`src/rtl/soric_xbar_pkg.sv`:
```
// Shared constants and address-decode helpers for the SRAM bank crossbar.
package soric_xbar_pkg;

    localparam logic [31:0] ERR_RDATA = 32'hDEAD_BEEF;

    // Select-field width; a single bank still gets a 1-bit index so vectors never collapse to zero width.
    function automatic int unsigned sel_w(input int unsigned n);
        return (n > 1) ? $clog2(n) : 1;
    endfunction

    function automatic int unsigned bank_idx(input logic [63:0] addr,
                                             input int unsigned bank_addr_w,
                                             input int unsigned nbank);
        return 32'((addr >> bank_addr_w) & 64'(nbank - 1));
    endfunction

    function automatic logic above_bank(input logic [63:0] addr, input int unsigned low);
        return (addr >> low) != '0;
    endfunction

endpackage

```
`src/rtl/soric_rr_arbiter.sv`:
```
// Round-robin arbiter: one-hot combinational grant, search starts at the pointer,
// pointer moves past the winner only when something is granted.
module soric_rr_arbiter
    import soric_xbar_pkg::*;
#(
    parameter int unsigned N = 2
) (
    input  logic         clk,
    input  logic         rst_n,
    input  logic [N-1:0] req,
    output logic [N-1:0] gnt
);

    localparam int unsigned PW = sel_w(N);

    logic [PW-1:0] ptr;
    logic [PW-1:0] nxt;
    logic          hit;
    int unsigned   idx;

    always_comb begin
        gnt = '0;
        hit = 1'b0;
        nxt = ptr;
        idx = 0;
        for (int unsigned i = 0; i < N; i++) begin
            idx = (32'(ptr) + i) % N;
            if (!hit && req[idx]) begin
                hit      = 1'b1;
                gnt[idx] = 1'b1;
                nxt      = PW'((idx + 1) % N);
            end
        end
    end

    always_ff @(posedge clk or negedge rst_n) begin
        if (!rst_n)
            ptr <= '0;
        else if (hit)
            ptr <= nxt;
    end

endmodule

```
`src/rtl/soric_bank_xbar.sv`:
```
// NMASTER x NBANK crossbar from OBI-style master ports to 1RW SRAM banks, fixed 1-cycle response.
// Optional SORIC_XBAR_ERR_EN: addresses above the bank space get an immediate error response.
module soric_bank_xbar
    import soric_xbar_pkg::*;
#(
    parameter int unsigned NMASTER     = 2,
    parameter int unsigned NBANK       = 4,
    parameter int unsigned ADDR_W      = 14,
    parameter int unsigned BANK_ADDR_W = 11,
    parameter int unsigned DATA_W      = 32
) (
    input  logic                            clk_i,
    input  logic                            rst_ni,
    input  logic [NMASTER-1:0]              m_req_i,
    input  logic [NMASTER*ADDR_W-1:0]       m_addr_i,
    input  logic [NMASTER-1:0]              m_we_i,
    input  logic [NMASTER*DATA_W/8-1:0]     m_be_i,
    input  logic [NMASTER*DATA_W-1:0]       m_wdata_i,
    output logic [NMASTER-1:0]              m_gnt_o,
    output logic [NMASTER-1:0]              m_rvalid_o,
    output logic [NMASTER*DATA_W-1:0]       m_rdata_o,
    output logic [NMASTER-1:0]              m_err_o,
    output logic [NBANK-1:0]                s_csb_o,
    output logic [NBANK-1:0]                s_web_o,
    output logic [NBANK*DATA_W/8-1:0]       s_wmask_o,
    output logic [NBANK*(BANK_ADDR_W-2)-1:0] s_addr_o,
    output logic [NBANK*DATA_W-1:0]         s_wdata_o,
    input  logic [NBANK*DATA_W-1:0]         s_rdata_i
);

    localparam int unsigned BE_W       = DATA_W / 8;
    localparam int unsigned WA_W       = BANK_ADDR_W - 2;
    localparam int unsigned BANK_SEL_W = sel_w(NBANK);

    logic [NMASTER-1:0]                oor;
    logic [BANK_SEL_W-1:0]             m_bank [NMASTER];
    logic [NBANK-1:0][NMASTER-1:0]     bank_req;
    logic [NBANK-1:0][NMASTER-1:0]     bank_gnt;

    logic [NMASTER-1:0]                rv_q, we_q, err_q;
    logic [BANK_SEL_W-1:0]             bank_q [NMASTER];

    always_comb begin
        bank_req = '0;
        oor      = '0;
        for (int unsigned m = 0; m < NMASTER; m++) begin
            m_bank[m] = BANK_SEL_W'(bank_idx(64'(m_addr_i[m*ADDR_W +: ADDR_W]), BANK_ADDR_W, NBANK));
`ifdef SORIC_XBAR_ERR_EN
            oor[m] = above_bank(64'(m_addr_i[m*ADDR_W +: ADDR_W]), BANK_ADDR_W + $clog2(NBANK));
`endif
            if (rst_ni && m_req_i[m] && !oor[m])
                bank_req[m_bank[m]][m] = 1'b1;
        end
    end

    // Out-of-range requests are accepted straight away, bypassing arbitration.
    always_comb begin
        m_gnt_o = rst_ni ? (m_req_i & oor) : '0;
        for (int unsigned b = 0; b < NBANK; b++)
            m_gnt_o = m_gnt_o | bank_gnt[b];
    end

    for (genvar b = 0; b < NBANK; b++) begin : g_bank
        logic [WA_W-1:0]   addr;
        logic [DATA_W-1:0] wdata;
        logic [BE_W-1:0]   wmask;
        logic              we;

        soric_rr_arbiter #(.N(NMASTER)) u_arb (
            .clk   (clk_i),
            .rst_n (rst_ni),
            .req   (bank_req[b]),
            .gnt   (bank_gnt[b])
        );

        always_comb begin
            addr  = '0;
            wdata = '0;
            wmask = '0;
            we    = 1'b0;
            for (int unsigned m = 0; m < NMASTER; m++) begin
                if (bank_gnt[b][m]) begin
                    addr  = m_addr_i[m*ADDR_W+2 +: WA_W];
                    wdata = m_wdata_i[m*DATA_W +: DATA_W];
                    wmask = m_be_i[m*BE_W +: BE_W];
                    we    = m_we_i[m];
                end
            end
        end

        assign s_csb_o[b]                = ~|bank_gnt[b];
        assign s_web_o[b]                = ~we;
        assign s_wmask_o[b*BE_W +: BE_W] = wmask;
        assign s_addr_o[b*WA_W +: WA_W]  = addr;
        assign s_wdata_o[b*DATA_W +: DATA_W] = wdata;
    end

    always_ff @(posedge clk_i or negedge rst_ni) begin
        if (!rst_ni) begin
            rv_q  <= '0;
            we_q  <= '0;
            err_q <= '0;
            for (int unsigned m = 0; m < NMASTER; m++)
                bank_q[m] <= '0;
        end else begin
            rv_q  <= m_gnt_o;
            we_q  <= m_we_i;
            err_q <= oor;
            for (int unsigned m = 0; m < NMASTER; m++)
                bank_q[m] <= m_bank[m];
        end
    end

    always_comb begin
        m_rvalid_o = rv_q;
        m_err_o    = rv_q & err_q;
        m_rdata_o  = '0;
        for (int unsigned m = 0; m < NMASTER; m++) begin
            if (rv_q[m] && err_q[m])
                m_rdata_o[m*DATA_W +: DATA_W] = DATA_W'(ERR_RDATA);
            else if (rv_q[m] && !we_q[m])
                m_rdata_o[m*DATA_W +: DATA_W] = s_rdata_i[bank_q[m]*DATA_W +: DATA_W];
        end
    end

endmodule

```
`config.mk`:
```
export PLATFORM = sky130hd
export DESIGN_NAME = soric_bank_xbar
export DESIGN_NICKNAME = d
export VERILOG_FILES = /design/src/rtl/soric_xbar_pkg.sv /design/src/rtl/soric_rr_arbiter.sv /design/src/rtl/soric_bank_xbar.sv
export SDC_FILE = /design/constraint.sdc
export NUM_CORES = 1
export LEC_CHECK = 0
export BUFFER_PORTS_ARGS = -buffer_cell sky130_fd_sc_hd__buf_4
export CELL_PAD_IN_SITES_DETAIL_PLACEMENT = 1
export CELL_PAD_IN_SITES_GLOBAL_PLACEMENT = 1
export CORE_AREA = 2 2 190 192
export DETAILED_ROUTE_END_ITERATION = 10
export DIE_AREA = 0 0 192 194
export PLACE_DENSITY_LB_ADDON = 0.1
export SLEW_MARGIN = 10
export SYNTH_ARGS = -nofsm -noshare
export SYNTH_HDL_FRONTEND = slang
export SYNTH_HIERARCHICAL = 1
export SYNTH_SLANG_ARGS = --single-unit
```
`constraint.sdc`:
```
create_clock -name clk_i -period 1.8 [get_ports clk_i]
set_clock_uncertainty 0.2 [all_clocks]
set_input_delay 0.18 -clock clk_i [delete_from_list [all_inputs] [get_ports clk_i]]
set_output_delay 0.18 -clock clk_i [all_outputs]
set_load 0.05 [all_outputs]
```
==> flow_results.xml <==
<?xml version="1.0" encoding="UTF-8"?>
<metrics>
  <group name="clock_network">
    <metric name="clk-insertion-delay-late" unit="ns">0.24</metric>
    <metric name="cts_tree" unit="">yes</metric>
    <metric name="clkSlewWorstSetupHoldPaths" unit="ns">0.04</metric>
    <metric name="ctsHtreeMaxLevel" unit="">1</metric>
    <metric name="max-clock-path-buffers" unit="">2</metric>
    <metric name="cts_made_buffers" unit="">3</metric>
    <metric name="root_buffer" unit="">clkbuf_16</metric>
    <metric name="cts_sinks" unit="">12</metric>
  </group>
  <group name="critical_path">
    <metric name="start_kind" unit="">flop</metric>
    <metric name="critical_path.endpoint_type" unit="">primary output</metric>
    <metric name="crit_fanout" unit="">8</metric>
    <metric name="cp.required" unit="ns">1.42</metric>
    <metric name="worstPathArrival" unit="ns">1.80</metric>
    <metric name="crit-reg2reg-launch" unit="">g_bank[3].u_arb/ptr</metric>
    <metric name="crit_type" unit="">flop to primary output</metric>
    <metric name="critical_path.startpoint" unit="">g_bank[3].u_arb/ptr</metric>
  </group>
  <group name="finish">
    <metric name="mostFrequentLayoutCell" unit="">buf_4</metric>
    <metric name="fillers" unit="">3736</metric>
    <metric name="design.final.nets" unit="">1520</metric>
    <metric name="instances_no_fill" unit="">1747</metric>
    <metric name="syn_to_final_growth" unit="%">214</metric>
    <metric name="most_frequent_cells_in_the_layout" unit="">278 x buf_4, 178 x buf_6, 110 x buf_8, 97 x nand2_1, 90 x a22o_4</metric>
    <metric name="drive_above_1_share" unit="%">84.0</metric>
  </group>
  <group name="timing">
    <metric name="fmax" unit="MHz">459</metric>
    <metric name="final_hold_viol_count" unit="">0</metric>
    <metric name="setup_violations" unit="">254</metric>
    <metric name="final.setup.worst_slack" unit="ns">-0.381</metric>
    <metric name="timing.final.crit_share" unit="%">121</metric>
    <metric name="layout_min_cycle_time" unit="ns">2.18</metric>
    <metric name="rsz0062_at_grt" unit="">yes</metric>
    <metric name="finalMaxSlewViolations" unit="">0</metric>
  </group>
  <group name="flow_run">
    <metric name="maxcap_violations" unit="">0</metric>
  </group>
  <group name="min_path">
    <metric name="min_path_type" unit="">input pin to flop</metric>
    <metric name="beginning_of_the_worst_hold_path" unit="">m_addr_i[11]</metric>
  </group>
  <group name="synth">
    <metric name="number_of_synthesized_register_bits" unit="">12</metric>
    <metric name="postSynthAreaPerCell" unit="um2">7.34</metric>
    <metric name="seq_area_frac_synth" unit="%">5.91</metric>
    <metric name="postSynthCellCount" unit="">692</metric>
    <metric name="synth.yosys.warnings" unit="">6</metric>
    <metric name="ys_types" unit="">28</metric>
    <metric name="netlist_area" unit="um2">5080</metric>
  </group>
  <group name="floorplanning">
    <metric name="floorplan.die.width" unit="um">192</metric>
    <metric name="die_height" unit="um">194</metric>
    <metric name="placementRows" unit="">69</metric>
    <metric name="core_region_area" unit="um2">35200</metric>
    <metric name="effective_utilization_at_floorplan" unit="%">14.4</metric>
    <metric name="design.die.area" unit="um2">37200</metric>
    <metric name="num_io_pins" unit="">492</metric>
  </group>
  <group name="drt">
    <metric name="route.detailed.wl_per_inst" unit="um">23.0</metric>
    <metric name="via_count" unit="">8084</metric>
    <metric name="drt_first_iter_violations" unit="">117</metric>
    <metric name="remaining_antenna_violation_count" unit="">0</metric>
    <metric name="drtPass1Iterations" unit="">4</metric>
    <metric name="drc" unit="">0</metric>
    <metric name="drt_wl_total" unit="um">40100</metric>
    <metric name="viasPerCell" unit="">4.63</metric>
  </group>
  <group name="global_route">
    <metric name="grtUsageMet2" unit="%">35.8</metric>
    <metric name="grt_most_used_layer" unit="">met2</metric>
    <metric name="global_route.usage.total" unit="%">18.8</metric>
    <metric name="grt_util_met3" unit="%">4.72</metric>
    <metric name="antenna_found_initial" unit="">4</metric>
    <metric name="grt_first_pass_wirelength" unit="um">54200</metric>
    <metric name="grt_max_degree" unit="">35</metric>
    <metric name="grt_overflow_total" unit="">0</metric>
    <metric name="grt.met1_usage" unit="%">21.5</metric>
    <metric name="first_global_vias" unit="">8549</metric>
  </group>
  <group name="outcome">
    <metric name="result_of_the_run" unit="">complete, but fails checks</metric>
    <metric name="violations" unit="">negative setup slack</metric>
  </group>
  <group name="power">
    <metric name="total_leakage_power" unit="nW">7.15</metric>
    <metric name="peakVddDrop" unit="mV">0.224</metric>
    <metric name="sum_of_internal_switching_and_leakage_power" unit="mW">4.48</metric>
    <metric name="pwr_density_cell" unit="nW/um2">280</metric>
  </group>
  <group name="placed_design">
    <metric name="dp_cells" unit="">1645</metric>
    <metric name="gpl.final_weighted_congestion" unit="">0.721</metric>
    <metric name="post-dp-hpwl" unit="um">28300</metric>
    <metric name="io_buffer_count" unit="">483</metric>
  </group>
</metrics>
## flip-flops by register name (all words and copies together), names as in the netlist
register	flops
g_bank.u_arb/ptr	4
we_q	2
bank_q	4
m_rvalid_o	2
## power breakdown
| group | switching, mW | internal, mW |
|---|---|---|
| clock | 0.105 | 0.297 |
| sequential | 0.0415 | 0.312 |
| combinational | 2.02 | 1.69 |
| total | 2.17 | 2.30 |
## layout make-up
type,count,area [um2],share of cell area (%)
tap,461,577,3.61
multi-input combinational,595,7100,44.5
timing repair buffer,668,7870,49.3
sequential,12,313,1.96
clock buffer,4,78.8,0.494
antenna,1,2.50,0.0157
inverter,6,22.5,0.141
## worst paths after layout
path                                  endpoint  slack (ns)  cells past startpoint
max in group asynchronous        m_rvalid_o[0]        0.91                      4
max reg2reg                      m_rvalid_o[0]        0.04                      6
min                                  bank_q[2]        0.03                      2
min in group asynchronous        m_rvalid_o[1]        0.06                      2
max                               s_addr_o[33]       -0.38                      8
min reg2reg                g_bank[0].u_arb/ptr        0.36                      1
## per-layer routing
metal	wire (um)	up-vias
li1	-	3788
met1	15000	3978
met2	22000	298
met3	2860	16
met4	230	4
met5	33	-
## cell usage after synthesis
master	n	share of area (%)
inv_1	6	0.44
a22oi_1	4	0.59
buf_6	2	0.44
nand2b_1	2	0.25
buf_12	6	2.4
buf_2	38	3.7
and2_1	2	0.25
nand3_1	2	0.20
nand3b_1	2	0.30
mux2i_1	128	25
conb_1	1	0.074
nor3_1	4	0.39
buf_4	16	2.4
clkbuf_1	17	1.3
a21oi_1	2	0.20
buf_1	2	0.15
nand2_1	176	13
nor2_1	10	0.74
o22ai_2	60	15
a22o_1	93	16
dfrtp_1	12	5.9
or3b_1	2	0.34
o21ai_0	89	8.8
nor2b_1	4	0.49
a21boi_1	2	0.30
a21boi_0	4	0.59
o22ai_1	4	0.49
or4_1	2	0.30
## cells by family after synthesis
logic type / Yosys count / share of synthesized area (%)
AO/OA/AOI/OAI: 258 / 41.8
AND/OR/NAND/NOR: 206 / 16.3
multiplexers: 128 / 25.2
buffers and inverters: 87 / 10.8
flip-flops: 12 / 5.91
other: 1 / 0.0738
## timing repair
action | CTS | global route
endpoints found under the setup margin | 255 | 256
hold buffers | 8 | 0
gates cloned | 12 | 23
endpoints found under the hold margin | 17 | 0
gates resized for setup | 390 | 347
pin swaps | 54 | 95
buffers inserted | 43 | 26
## metrics by stage
stage	setup TNS, ns	setup WS (ns)	cell area (um2)	util, %	hold slack (ns)
2_1_floorplan	-20.04	-0.307	6920	-	-0.316
3_3_place_gp	-57.88	-0.624	11700	33.3	-0.218
3_5_place_dp	-62.31	-0.608	11700	33.3	-0.217
4_1_cts	-65.61	-0.372	14100	39.9	0.0172
5_1_grt	-77.70	-0.453	16000	45.3	0.0368
6_report	-62.99	-0.381	16000	45.3	0.0318
## worst max-delay path, cell delays in order, from the launching register on
cell,delay [ns]
dfrtp_2,0.43
buf_6,0.13
a21boi_4,0.18
buf_8,0.18
buf_12,0.11
buf_12,0.14
nand2_4,0.06
o21ai_4,0.15
buf_8,0.16
No activity file was read; power rests on OpenSTA's default activity.
